## src/rtl/stage2_pipe.sv

```systemverilog
// Registered low-nibble conditional-sum stage feeding stage3. A 2-entry skid
// buffer (main + skid) decouples the valid/ready handshakes on either side.
module stage2_pipe #(
    parameter int HW = 4
) (
    input  logic            clk,
    input  logic            reset,
    input  logic            in_valid,
    output logic            in_ready,
    input  logic [2*HW-1:0] in_a,
    input  logic [2*HW-1:0] in_b,
    input  logic            in_cin,
    output logic            out_valid,
    input  logic            out_ready,
    output logic [HW-1:0]   out_a,
    output logic [HW-1:0]   out_b,
    output logic            out_cin,
    output logic [HW-1:0]   out_sin
);

    typedef struct packed {
        logic [HW-1:0] a_hi;
        logic [HW-1:0] b_hi;
        logic          cout;
        logic [HW-1:0] sum;
    } entry_t;

    typedef enum logic [1:0] {EMPTY, ONE, FULL} state_t;

    state_t state;
    entry_t main_q, skid_q, entry_in;
    logic   rdy_q;
    logic   push, pop;
    logic [2:0] lo0, lo1, hi0, hi1, lo_sel, hi_sel;

    // Each 2-bit slice precomputes both carry-in cases; the carry then just muxes.
    always_comb begin
        lo0    = {1'b0, in_a[1:0]} + {1'b0, in_b[1:0]};
        lo1    = {1'b0, in_a[1:0]} + {1'b0, in_b[1:0]} + 3'd1;
        hi0    = {1'b0, in_a[3:2]} + {1'b0, in_b[3:2]};
        hi1    = {1'b0, in_a[3:2]} + {1'b0, in_b[3:2]} + 3'd1;
        lo_sel = in_cin ? lo1 : lo0;
        hi_sel = lo_sel[2] ? hi1 : hi0;
        entry_in.a_hi = in_a[2*HW-1:HW];
        entry_in.b_hi = in_b[2*HW-1:HW];
        entry_in.cout = hi_sel[2];
        entry_in.sum  = {hi_sel[1:0], lo_sel[1:0]};
    end

    assign in_ready  = rdy_q;
    assign out_valid = (state != EMPTY);
    assign push      = in_valid & rdy_q;
    assign pop       = out_valid & out_ready;

    assign out_a   = main_q.a_hi;
    assign out_b   = main_q.b_hi;
    assign out_cin = main_q.cout;
    assign out_sin = main_q.sum;

    // rdy_q is the registered "next state is not FULL", so out_ready never
    // reaches in_ready combinationally.
    always_ff @(posedge clk) begin
        if (reset) begin
            state  <= EMPTY;
            main_q <= '0;
            skid_q <= '0;
            rdy_q  <= 1'b0;
        end else begin
            case (state)
                EMPTY: begin
                    rdy_q <= 1'b1;
                    if (push) begin
                        main_q <= entry_in;
                        state  <= ONE;
                    end
                end
                ONE: begin
                    rdy_q <= 1'b1;
                    if (push && pop) begin
                        main_q <= entry_in;
                    end else if (push) begin
                        skid_q <= entry_in;
                        state  <= FULL;
                        rdy_q  <= 1'b0;
                    end else if (pop) begin
                        state <= EMPTY;
                    end
                end
                FULL: begin
                    rdy_q <= 1'b0;
                    if (pop) begin
                        main_q <= skid_q;
                        state  <= ONE;
                        rdy_q  <= 1'b1;
                    end
                end
                default: begin
                    state <= EMPTY;
                    rdy_q <= 1'b1;
                end
            endcase
        end
    end

endmodule

```

## config.mk

```make
export PLATFORM = sky130hd
export DESIGN_NAME = stage2_pipe
export DESIGN_NICKNAME = d
export VERILOG_FILES = /design/src/rtl/stage2_pipe.sv
export SDC_FILE = /design/constraint.sdc
export NUM_CORES = 1
export LEC_CHECK = 0
export CAP_MARGIN = 40
export CORE_MARGIN = 1.5
export CORE_UTILIZATION = 48
export DETAILED_ROUTE_END_ITERATION = 8
export PLACE_DENSITY = 0.77
export SKIP_CTS_REPAIR_TIMING = 1
export SYNTH_ARGS = -nofsm -noshare
export SYNTH_HDL_FRONTEND = slang
export SYNTH_SLANG_ARGS = --single-unit
```

## constraint.sdc

```tcl
create_clock -name clk -period 4.2 [get_ports clk]
set_input_delay 0.63 -clock clk [delete_from_list [all_inputs] [get_ports clk]]
set_output_delay 0.63 -clock clk [all_outputs]
set_load 0.02 [all_outputs]
```

==> metrics <==
hold path depth 2; Seq/Total Area, Yosys 36.8%; Global Route Usage Sum between 20% and 30%; Longest Clk Path Bufs 2; Fmax 365 MHz; clk_lat worst skew roughly 0.33 ns; WS Path Type in2reg; Worst Hold End skid_q[12]; core box area just over 3000 um2; initial antenna violation count 0; Synth async-reset ratio 0%; GR Layer Usage met3 5.97%; Multi-input gate area between 800 and 900 um2; unrepaired setup endpoints after global routing no; hold wc startpoint skid_q[12]; DRT Wirelength ~3.7 mm; Final Max Slew Viols 0; port bufs 35; GRT met1 Usage between 20% and 30%; flops & latches, synth 29; busiest metal layer after global routing met2; routability congestion estimate 0.801; Core Util, Final between 60% and 70%; H-Tree Depth 2; Iter 0 DRT Violations just under 90; Reg2Reg Depth 7; placed insts between 200 and 300; Filler cells between 200 and 300; Worst VDD drop approximately 0.21 mV; Post-synth top cells dfxtp_1 (29), nand2_1 (23), nor3_1 (19), a21oi_1 (16), inv_1 (10); Hold Path Class reg2reg; CP Max Fanout 5; WHS between 0.4 and 0.5 ns; max-capacitance violation count 0; hpwl dp 2.66 mm; synthesized netlist cell count 186; Critical R2R Capture out_sin[3]; Detail Route Antenna Nets 0; first-pass iteration count of the detailed router 4; post-route insts no fill 264; Setup crit end kind flip-flop; Synth Warn # 0; period utilization about 65%; Cell variety after synth 37; LEAKAGE 0.760 nW; GRT Residual Overflow 0; Fin Clk Skew about 0.005 ns; final hold vios 0; maximum number of pins on one net before global-route repair 29; initial core utilization 51.3%; Top FF cell, synth dfxtp_1; drt wl/cell 14.2 um; number of global-route vias before repair around 1,400; Post-route DRC 0; area leader, netlist dfxtp_1; reg2reg setup slack roughly 1.9 ns; clock root buffer clkbuf_4; chip height between 60 and 70 um; crit path DAT 2.97 ns; final setup TNS 0 ns; clk slew on worst S/H paths about 0.10 ns; Slew @ Worst Pin 0.853 ns; I/O Pins 36; met2 GRT Util 39.4%; Layout Nets 250; first-pass GRT wire length slightly above 6 mm; Final min period about 2.7 ns; synth top area cells dfxtp_1 (37%), ha_1 (6.3%), nor3_1 (6.0%); most frequent cell after synthesis dfxtp_1; Synth Cell Area around 1600 um2; register area approximately 580 um2; status finished, final reports clean; via count 1,483; die area between 3000 and 4000 um2; crit start category input port; Post-synth EDFFs 0; antenna cells 0; Syn-to-layout area delta 30.3%; TritonCTS Buffers 5; num rows 20; die width 60.4 um; Clock Sink Count 29; Synthesized Nets ~220; Critical Path RT approximately 4.4 ns; Synth top area share around 37%; Power Dens Cells about 520 nW/um2; Rel. slew slack 42.9%; Avg Vias per Cell 5.62; fraction of layout cells with a size suffix above 1 under 10%; reg2reg start state[0]; CTS tree done; final setup vio count 0; Avg Inst Size Synth ~8.5 um2
metal layers:
metal / share of wire [%] / wire (um) / vias up
li1: - / - / 732
met1: 42 / 1580 / 690
met2: 50 / 1880 / 56
met3: 6.1 / 229 / 5
met4: 1.5 / 55 / 0
met5: 0 / 0 / -
sequential cells by signal, summed over array words and instances (netlist names):
signal    flops
skid_q       13
out_cin       1
out_a         4
state         2
out_sin       4
in_ready      1
out_b         4
logic make-up (layout without fill, tap and decap cells):
kind of cell / count (synthesis) / after routing / share of synthesized area [%]
and+or+nand+nor: 76 / 76 / 25.5
muxes: 1 / 1 / 0.634
buffers and inverters: 22 / 56 / 6.34
xor gates and xnor gates: 2 / 2 / 2.06
adders and majority gates: 10 / 10 / 8.88
DFF: 29 / 29 / 36.8
AOI/OAI and AO/OA: 46 / 46 / 19.8
layout by cell type, fill, tap and decap left out, drive strengths merged, types with 2 or more instances in the layout:
cell type      Yosys  routed
nand2b             3       3
inv               10      10
clkdlybuf4s50      0      35
a211oi             3       3
o21ai              6       6
nand3              4       4
nor3              19      19
a31oi              2       2
nand2             23      23
nor2b              9       9
buf                8       3
ha                 8       8
nor2               8       8
bufinv             0       2
dfxtp             29      29
nand4b             2       2
nor3b              2       2
clkbuf             4       5
a21boi             2       2
fa                 2       2
a21oi             16      16
o221ai             3       3
a221oi             8       8
nand3b             2       2
critical path, cell delays in order:
cell	delay, ns
clkdlybuf4s50_1	0.46
ha_1	0.14
inv_1	0.05
fa_1	0.49
inv_1	0.05
ha_1	0.22
a21bo_2	0.25
a21boi_0	0.28
a311oi_1	0.10
o41ai_1	0.30
report_power, final:
| part | total (mW) | internal [mW] | switching (mW) |
|---|---|---|---|
| clock network | 0.288 | 0.184 | 0.104 |
| logic | 0.431 | 0.201 | 0.230 |
| registers | 0.358 | 0.327 | 0.0317 |
| total | 1.08 | 0.712 | 0.366 |
through the flow:
stage / total power [mW] / cell area, um2 / setup slack (ns)
6_report: 1.08 / 2060 / 1.46
5_1_grt: 1.14 / 2060 / 1.34
3_3_place_gp: 0.773 / 1930 / 1.29
2_1_floorplan: 0.646 / 1580 / 1.81
4_1_cts: 1.08 / 2060 / 1.47
3_5_place_dp: 0.794 / 1960 / 1.11
how the worst max path moves through the flow:
| stage | to | startpoint | slack (ns) | cells after the start |
|---|---|---|---|---|
| 4_1_cts | out_sin[3] | in_a[0] | 1.47 | 10 |
| 5_1_grt | out_sin[3] | in_b[0] | 1.34 | 10 |
| 2_1_floorplan | out_sin[3] | in_a[0] | 1.81 | 9 |
| 3_3_place_gp | out_sin[3] | in_a[0] | 1.29 | 10 |
| 6_report | out_sin[3] | in_a[0] | 1.46 | 10 |
| 3_5_place_dp | out_sin[3] | in_a[0] | 1.11 | 10 |
final cells by class:
cell class / count / share of cell area, %
repair buffers: 38 / 18.7
clock buffers: 5 / 1.82
inverters: 10 / 1.82
clock inverters: 3 / 3.16
flip-flops and latches: 29 / 28.2
multi-input cells: 135 / 43.6
well taps: 44 / 2.67
No activity file was read; power rests on OpenSTA's default activity.
